$ cat src/rtl/lif_tdm_scheduler.sv
// lif_tdm_scheduler: one shared leaky-integrate-and-fire datapath, time-multiplexed over NUM_NEURONS neurons
//   clk_i         rising-edge clock
//   reset_ni      asynchronous active-low reset, clears all state
//   start_i       request one timestep (dropped and flagged if busy)
//   current_in_i  4-bit current per neuron, neuron i at [4i+3:4i]
//   probe_sel_i   membrane readout select
//   busy_o        timestep in progress
//   done_o        one-cycle pulse when spike_vec_o updates
//   spike_vec_o   spikes of the last completed timestep
//   probe_state_o registered membrane[probe_sel_i]
//   overrun_o     sticky dropped-start flag
module lif_tdm_scheduler #(
   parameter int                 NUM_NEURONS   = 4,
   parameter int                 WIDTH         = 8,
   parameter logic [WIDTH-1:0]   THRESHOLD     = 8'd30,
   parameter int                 LEAK_SHIFT    = 2,
   parameter int                 REFRACT_STEPS = 2
) (
   input  logic                           clk_i,
   input  logic                           reset_ni,
   input  logic                           start_i,
   input  logic [4*NUM_NEURONS-1:0]       current_in_i,
   input  logic [$clog2(NUM_NEURONS)-1:0] probe_sel_i,
   output logic                           busy_o,
   output logic                           done_o,
   output logic [NUM_NEURONS-1:0]         spike_vec_o,
   output logic [WIDTH-1:0]               probe_state_o,
   output logic                           overrun_o
);
   localparam int IW = $clog2(NUM_NEURONS);
   localparam logic [1:0] IDLE   = 2'd0;
   localparam logic [1:0] UPDATE = 2'd1;
   localparam logic [1:0] DONE   = 2'd2;

   logic [1:0]               state_q, state_d;
   logic [IW-1:0]            idx_q;
   logic [4*NUM_NEURONS-1:0] snap_q;
   logic [WIDTH-1:0]         mem_q [NUM_NEURONS];
   logic [2:0]               refr_q [NUM_NEURONS];
   logic [NUM_NEURONS-1:0]   stage_q, stage_d;
   logic [NUM_NEURONS-1:0]   spike_q;
   logic                     overrun_q;
   logic [WIDTH-1:0]         probe_q, probe_d;

   logic [WIDTH-1:0] m_w, n_w;
   logic [3:0]       cur_w;
   logic [WIDTH:0]   sum_w;
   logic             refr_act_w, spk_w, last_w;

   // Datapath for the neuron currently selected by idx_q; the extra top bit catches overflow for saturation
   always_comb begin
      m_w        = mem_q[idx_q];
      cur_w      = snap_q[4*idx_q +: 4];
      sum_w      = {1'b0, m_w} - {1'b0, m_w >> LEAK_SHIFT} + {{(WIDTH-3){1'b0}}, cur_w};
      n_w        = sum_w[WIDTH] ? {WIDTH{1'b1}} : sum_w[WIDTH-1:0];
      refr_act_w = refr_q[idx_q] != 3'd0;
      spk_w      = !refr_act_w && (n_w >= THRESHOLD);
      last_w     = idx_q == IW'(NUM_NEURONS-1);
      stage_d         = stage_q;
      stage_d[idx_q]  = spk_w;
      state_d    = (state_q == IDLE)   ? (start_i ? UPDATE : IDLE) :
                   (state_q == UPDATE) ? (last_w ? DONE : UPDATE) : IDLE;
      probe_d    = (int'(probe_sel_i) < NUM_NEURONS) ? mem_q[probe_sel_i] : '0;
   end

   always_ff @(posedge clk_i or negedge reset_ni) begin
      if (!reset_ni) begin
         state_q   <= IDLE;
         idx_q     <= '0;
         snap_q    <= '0;
         mem_q     <= '{default: '0};
         refr_q    <= '{default: '0};
         stage_q   <= '0;
         spike_q   <= '0;
         overrun_q <= 1'b0;
         probe_q   <= '0;
      end else begin
         state_q   <= state_d;
         probe_q   <= probe_d;
         overrun_q <= overrun_q | (start_i && state_q != IDLE);
         if (state_q == IDLE && start_i) begin
            snap_q <= current_in_i;
            idx_q  <= '0;
         end
         if (state_q == UPDATE) begin
            stage_q <= stage_d;
            idx_q   <= last_w ? '0 : idx_q + 1'b1;
            if (last_w) spike_q <= stage_d;
            if (refr_act_w) begin
               refr_q[idx_q] <= refr_q[idx_q] - 3'd1;
               mem_q[idx_q]  <= '0;
            end else if (spk_w) begin
               refr_q[idx_q] <= 3'(REFRACT_STEPS);
               mem_q[idx_q]  <= '0;
            end else begin
               mem_q[idx_q]  <= n_w;
            end
         end
      end
   end

   assign busy_o        = state_q != IDLE;
   assign done_o        = state_q == DONE;
   assign spike_vec_o   = spike_q;
   assign probe_state_o = probe_q;
   assign overrun_o     = overrun_q;
endmodule

$ cat config.mk
export PLATFORM = sky130hd
export DESIGN_NAME = lif_tdm_scheduler
export DESIGN_NICKNAME = d
export VERILOG_FILES = /design/src/rtl/lif_tdm_scheduler.sv
export SDC_FILE = /design/constraint.sdc
export NUM_CORES = 1
export LEC_CHECK = 0
export ABC_CLOCK_PERIOD_IN_PS = 6000
export BUFFER_PORTS_ARGS = -buffer_cell sky130_fd_sc_hd__buf_2
export CAP_MARGIN = 20
export CORE_MARGIN = 2
export CORE_UTILIZATION = 33
export DETAILED_ROUTE_END_ITERATION = 7
export GPL_TIMING_DRIVEN = 0
export HOLD_SLACK_MARGIN = 0.06
export RECOVER_POWER = 100
export SLEW_MARGIN = 10
export SYNTH_ARGS = -nofsm -noshare
export SYNTH_HDL_FRONTEND = slang
export SYNTH_SLANG_ARGS = --single-unit
$ cat constraint.sdc
create_clock -name clk_i -period 6 [get_ports clk_i]
set_input_delay 0.3 -clock clk_i [delete_from_list [all_inputs] [get_ports clk_i]]
set_output_delay 0.3 -clock clk_i [all_outputs]
set_load 0.02 [all_outputs]
**Word-level counts from Yosys, hierarchy flattened**

Cells that the tools add are included.
W data, S select, Z words.

- Flip-flop bits (word level): 81
- Bits of input ports: 21
- Logic and storage cells: 80

- $add $sub $neg: 4
- Order comparisons: 6
- Eq/ne operators: 3
- Shift-type cells: 1
- Multiplexer cells: 30
- Bitwise operators: 8
- Reduce and logical (&&, ||, !) cells: 13

Operators with widths:

| cell | number |
|---|---|
| $mux W32 | 2 |
| $mux W8 | 6 |
| $and A32 B32 Y32 | 1 |
| $bmux W8 S2 | 2 |
| $bwmux W32 | 1 |
| $not A32 Y32 | 1 |
| $mux W12 | 2 |
| $demux W8 S2 | 1 |
| $shiftx A16 B5 Y4 | 1 |
| $bwmux W12 | 1 |
| $mux W2 | 6 |
| $add A9 B4 Y9 | 1 |
| $mux W3 | 3 |
| $sub A8 B6 Y9 | 1 |
| $and A8 B8 Y8 | 1 |
| $ge A8 B5 Y1 const B | 1 |
| $not A8 Y8 | 1 |
| $bmux W3 S2 | 1 |
| $demux W3 S2 | 1 |
| $ge A3 B3 Y1 const B | 2 |
| $not A2 Y3 | 2 |
| $reduce_bool A2 Y1 | 3 |
| $logic_and A1 B1 Y1 | 5 |
| $bwmux W4 | 1 |
| 15 further kinds | 18 |

**Depth between registers and ports, before layout**

- Depth after elaboration: 11
- Depth in mapped cells: 14
- Mapped depth without buffers: 12

**Worst setup path after synthesis**

Ideal clock, no wire load.

- Path kind: reg-to-reg
- Start: register idx_q[0]
- End: register stage_q[1]
- Arrival time: 3.925 ns
- Data required time: 5.863 ns
- Setup slack: 1.937 ns
- Stages on the path, launching flop included: 13
- Period minus slack after synthesis: 4.063 ns
- Cells stage by stage: dfrtp_1 -> buf_6 -> buf_1 -> mux4_2 -> fa_1 -> inv_1 -> ha_1 -> a211oi_2 -> nor2_1 -> a31o_1 -> a211oi_4 -> nor4b_4 -> o31ai_1

- Longest elaborated chain between the ends: 10
- Elaborated cells between the ends (all ways): 21
- Classes of those cells: add/sub: 2; order compare: 3; shift: 1; mux: 10; bitwise: 1; reduce/logical: 4

Ends and longest elaborated chain:

| element | line | source |
|---|---|---|
| start, declared | 36 | `logic [IW-1:0] idx_q;` |
| start signal, assigned | 87 | `idx_q <= last_w ? '0 : idx_q + 1'b1;` |
| $not A2 Y3 (not written as such) | 52, 56 |  |
| $bmux W8 S2 | 52 | `m_w = mem_q[idx_q];` |
| $mux W8 (not written as such) (2 in series) | 52 |  |
| $sub A8 B6 Y9 | 54 | `sum_w = {1'b0, m_w} - {1'b0, m_w >> LEAK_SHIFT} + {{(WIDTH-3){1'b0}}, cur_w};` |
| $add A9 B4 Y9 | 54 |  |
| $mux W8 | 55 | `n_w = sum_w[WIDTH] ? {WIDTH{1'b1}} : sum_w[WIDTH-1:0];` |
| $ge A8 B5 Y1 | 57 | `spk_w = !refr_act_w && (n_w >= THRESHOLD);` |
| $logic_and A1 B1 Y1 | 57 |  |
| $bwmux W4 (*) | 60 | `stage_d[idx_q] = spk_w;` |
| end signal, assigned | 86 | `stage_q <= stage_d;` |
| end, declared | 40 | `logic [NUM_NEURONS-1:0] stage_q, stage_d;` |

Every way passes the cells marked *; elsewhere a longest branch is shown, timed or not. The select of a mux whose other input is x is not followed.
A chain may end at the register's enable or synchronous reset.

**Worst setup path in the final report**

- Start: register idx_q[1]
- End: register refr_q[8] (netlist bit)

- Longest elaborated chain between the ends: 11
- Elaborated cells between the ends (all ways): 28
- Classes of those cells: add/sub: 3; order compare: 3; shift: 1; mux: 12; bitwise: 3; reduce/logical: 6

Ends and longest elaborated chain:

| element | line | source |
|---|---|---|
| $not A2 Y3 (not written as such) | n/a |  |
| $bmux W8 S2 | 52 |  |
| $mux W8 (not written as such) (2 in series) | 52 |  |
| $sub A8 B6 Y9 | 54 |  |
| $add A9 B4 Y9 | 54 |  |
| $mux W8 | 55 |  |
| $ge A8 B5 Y1 | 57 |  |
| $logic_and A1 B1 Y1 | 57 |  |
| $reduce_bool A2 Y1 (no source line) | n/a |  |
| $reduce_and A2 Y1 (no source line) | n/a |  |
| end signal, assigned by index | 90 | `refr_q[idx_q] <= refr_q[idx_q] - 3'd1;` |
| end signal, assigned by index | 93 | `refr_q[idx_q] <= 3'(REFRACT_STEPS);` |
| end, declared | 39 | `logic [2:0] refr_q [NUM_NEURONS];` |

Several ways; a longest one is shown, not always the timed one. The select of a mux whose other input is x is not followed.

==> flow_metrics.py <==
metrics = {
    "yosys": {
        "synthesis.nets": 406,
        "synth_area_leader_cell": "dfrtp_1",
        "async_flop_share_pct": 100.0,
        "netlist_area_um2": 4247,
        "synth_top_area_share_pct": 47.14,
        "synth_cell_type_count": 44,
        "netlist_instances": 364,
        "yosysSeqAreaShare_pct": 47.14,
        "synth_ff_type": "dfrtp_1",
        "syn_area_per_cell_um2": 11.67,
        "yosys_register_bits": 80,
        "post-synth-top-count-cell": "dfrtp_1",
        "synth_area_leaders": "dfrtp_1 47%, mux4_2 12%, ha_1 5.0%",
        "synth_edf_count": 0,
        "yosys_warnings": 0,
        "netlist_top_cells_count": "80 x dfrtp_1, 52 x nand2_1, 31 x inv_1, 23 x mux4_2, 23 x o21ai_0",
    },
    "setup_path": {
        "startpoint_type": "register",
        "cp_max_fo": 10,
        "crit_slowest_cell": "a311oi_1",
        "critPathCaptureType": "register",
        "cpPeakStageDelay_ns": 0.78,
        "critPathArrivalTime_ns": 5.35,
        "path_cells": "clkbuf_1 > clkbuf_1 > mux4_2 > inv_1 > fa_1 > inv_1 > fa_1 > a211oi_1 > nor2_1 > a311oi_1 > a2111oi_4 > a21oi_1 > o21ai_0",
        "cp.required_ns": 6.20,
        "crit_type": "reg -> reg",
    },
    "clock_tree": {
        "clkTransAtPathRegs_ns": 0.06,
        "h-tree-depth": 3,
        "cts_buffers": 9,
        "postCtsHoldBufs": 1,
        "cts_setup_buffers": 0,
        "numClockSinks": 80,
        "cts_root_buf": "clkbuf_16",
        "cts_max_path_buffers": 2,
        "cts_tree": "yes",
        "clk_latency_ns": 0.34,
        "cts-resized-gates": 0,
    },
    "placement": {
        "io_buffer_count": 33,
        "place_area_um2": 4657,
        "hpwl_um": 7027,
        "gp_congestion": 0.8670,
    },
    "status": {
        "violations": "max-capacitance violations, max-slew violations",
        "status": "finished, violations left",
    },
    "grt": {
        "grt_pass1_vias": 3097,
        "grt_max_degree": 57,
        "overflow": 0,
        "use_met2_pct": 23.54,
        "grt_usage_pct": 14.78,
        "grt_pass1_wl_um": 15950,
        "use_met3_pct": 3.016,
        "antenna_found_initial": 0,
        "gr-max-usage-layer": "met2",
        "grt_util_met1_pct": 19.92,
    },
    "sta": {
        "report.final.slew_viol_count": 57,
        "setup_tns_ns": 0,
        "post-route-period-util_pct": 85.90,
        "relSlewSlack_pct": -99.45,
        "setup_viol_count_final": 0,
        "grt_setup_unrepaired": "false",
        "worst_pin_slew_ns": 2.992,
        "layout_min_cycle_time_ns": 5.154,
        "finClkSkew_ns": 0.004296,
        "hold_viol": 0,
        "fmax_mhz": 194.0,
    },
    "hold_path": {
        "hold_class": "in -> reg",
    },
    "floorplan": {
        "io_pins": 36,
        "std_cell_rows": 41,
        "dieArea_um2": 13790,
        "die_w_um": 117.4,
        "die_h_um": 117.4,
        "start_util_pct": 33.79,
        "coreArea_um2": 12570,
    },
    "drt": {
        "wirelength_um": 9657,
        "drc": 0,
        "drt_iter0_drc": 121,
        "via_count": 2942,
        "routedWlPerCell_um": 16.48,
        "ant_nets": 0,
        "first_pass_iters": 4,
        "via_per_inst": 5.020,
    },
    "cells_and_area": {
        "regArea_um2": 2002,
        "final_nets": 452,
        "num_antenna_cells": 0,
        "multi_input_area_um2": 2036,
        "area_growth_pct": 15.73,
        "layout-drive-gt1-share_pct": 20.29,
        "fin_area_um2": 4915,
        "fillCellCount": 1204,
    },
    "job": {
        "drv_cap": 1,
    },
}
registers in the layout, indices dropped and copies added (netlist names):
| name | flops |
|---|---|
| spike_vec_o | 4 |
| refr_q | 12 |
| probe_state_o | 8 |
| mem_q | 32 |
| idx_q | 2 |
| overrun_o | 1 |
| stage_q | 3 |
| snap_q | 16 |
| state_q | 2 |
path summary, 6_finish.rpt:
| path | startpoint | end | slack [ns] | cells after the start |
|---|---|---|---|---|
| max | idx_q[1] | refr_q[8] | 0.85 | 13 |
| min | current_in_i[1] | snap_q[1] | 0.19 | 2 |
| max reg2reg | idx_q[1] | refr_q[8] | 0.85 | 13 |
| min reg2reg | overrun_o | overrun_o | 0.46 | 1 |
| max in group asynchronous | reset_ni | probe_state_o[2] | 1.74 | 3 |
| min in group asynchronous | reset_ni | refr_q[7] | 0.81 | 2 |
kinds of logic after synthesis:
| family | count (synthesis) | share of synthesized area, % |
|---|---|---|
| DFF | 80 | 47.14 |
| AOI/OAI and AO/OA | 70 | 11.87 |
| buffers and inverters | 48 | 4.655 |
| and+or+nand+nor | 100 | 11.64 |
| adders and majority gates | 21 | 6.895 |
| xor gates and xnor gates | 4 | 0.8251 |
| muxes | 41 | 16.97 |
routing by layer:
metal / wire [um] / vias up
li1: - / 1374
met3: 333 / 20
met5: 0 / -
met2: 4567 / 53
met1: 4529 / 1495
met4: 228 / 0
stage by stage:
| stage | cells | setup WS, ns | hold slack, ns | utilization [%] |
|---|---|---|---|---|
| 2_1_floorplan | 364 | 1.937 | 0.004409 | - |
| 3_5_place_dp | 570 | 1.127 | 0.2467 | 37.05 |
| 6_report | 586 | 0.8462 | 0.1932 | 39.10 |
| 3_3_place_gp | 569 | 1.101 | 0.4378 | 36.81 |
| 5_1_grt | 586 | 0.5807 | 0.1797 | 39.10 |
| 4_1_cts | 586 | 1.080 | 0.1860 | 39.57 |
critical path: cells and delay by family (launching register included):
family | cells | cell delay (ns)
flops | 1 | 0.36
compound gates | 5 | 1.85
fa+ha+maj | 2 | 0.96
mux | 1 | 0.34
simple gates | 1 | 0.17
buf+inv | 4 | 1.32
cells in the final DEF, fill, tap and decap left out, types with 3 or more instances in the layout:
cell type,Yosys,layout
clkbuf_1,9,29
nand3_1,4,4
a21o_1,3,3
inv_1,31,31
ha_1,17,17
clkbuf_8,0,3
o32a_1,4,4
and2_0,0,5
o31ai_1,13,13
dfrtp_1,80,80
fa_1,4,4
mux4_2,23,23
nor2b_1,4,4
and2_1,16,11
nor3b_1,4,4
a21oi_1,8,8
mux2_2,18,18
nor2_1,12,12
xor2_1,3,3
o21ai_0,23,26
nand2_1,52,52
clkbuf_16,0,9
buf_2,1,17
layout make-up:
class | count | share of cell area (%)
buffer | 16 | 1.553
clock buffer | 12 | 5.423
clock inverter | 3 | 0.8147
inverter | 32 | 2.444
multi-input combinational | 236 | 41.42
sequential | 80 | 40.73
tap | 172 | 4.379
timing repair buffer | 35 | 3.233
Power is left out: the tool's default activity adds up to more than one toggle a clock period on the data nets, which glitch-free logic cannot reach.
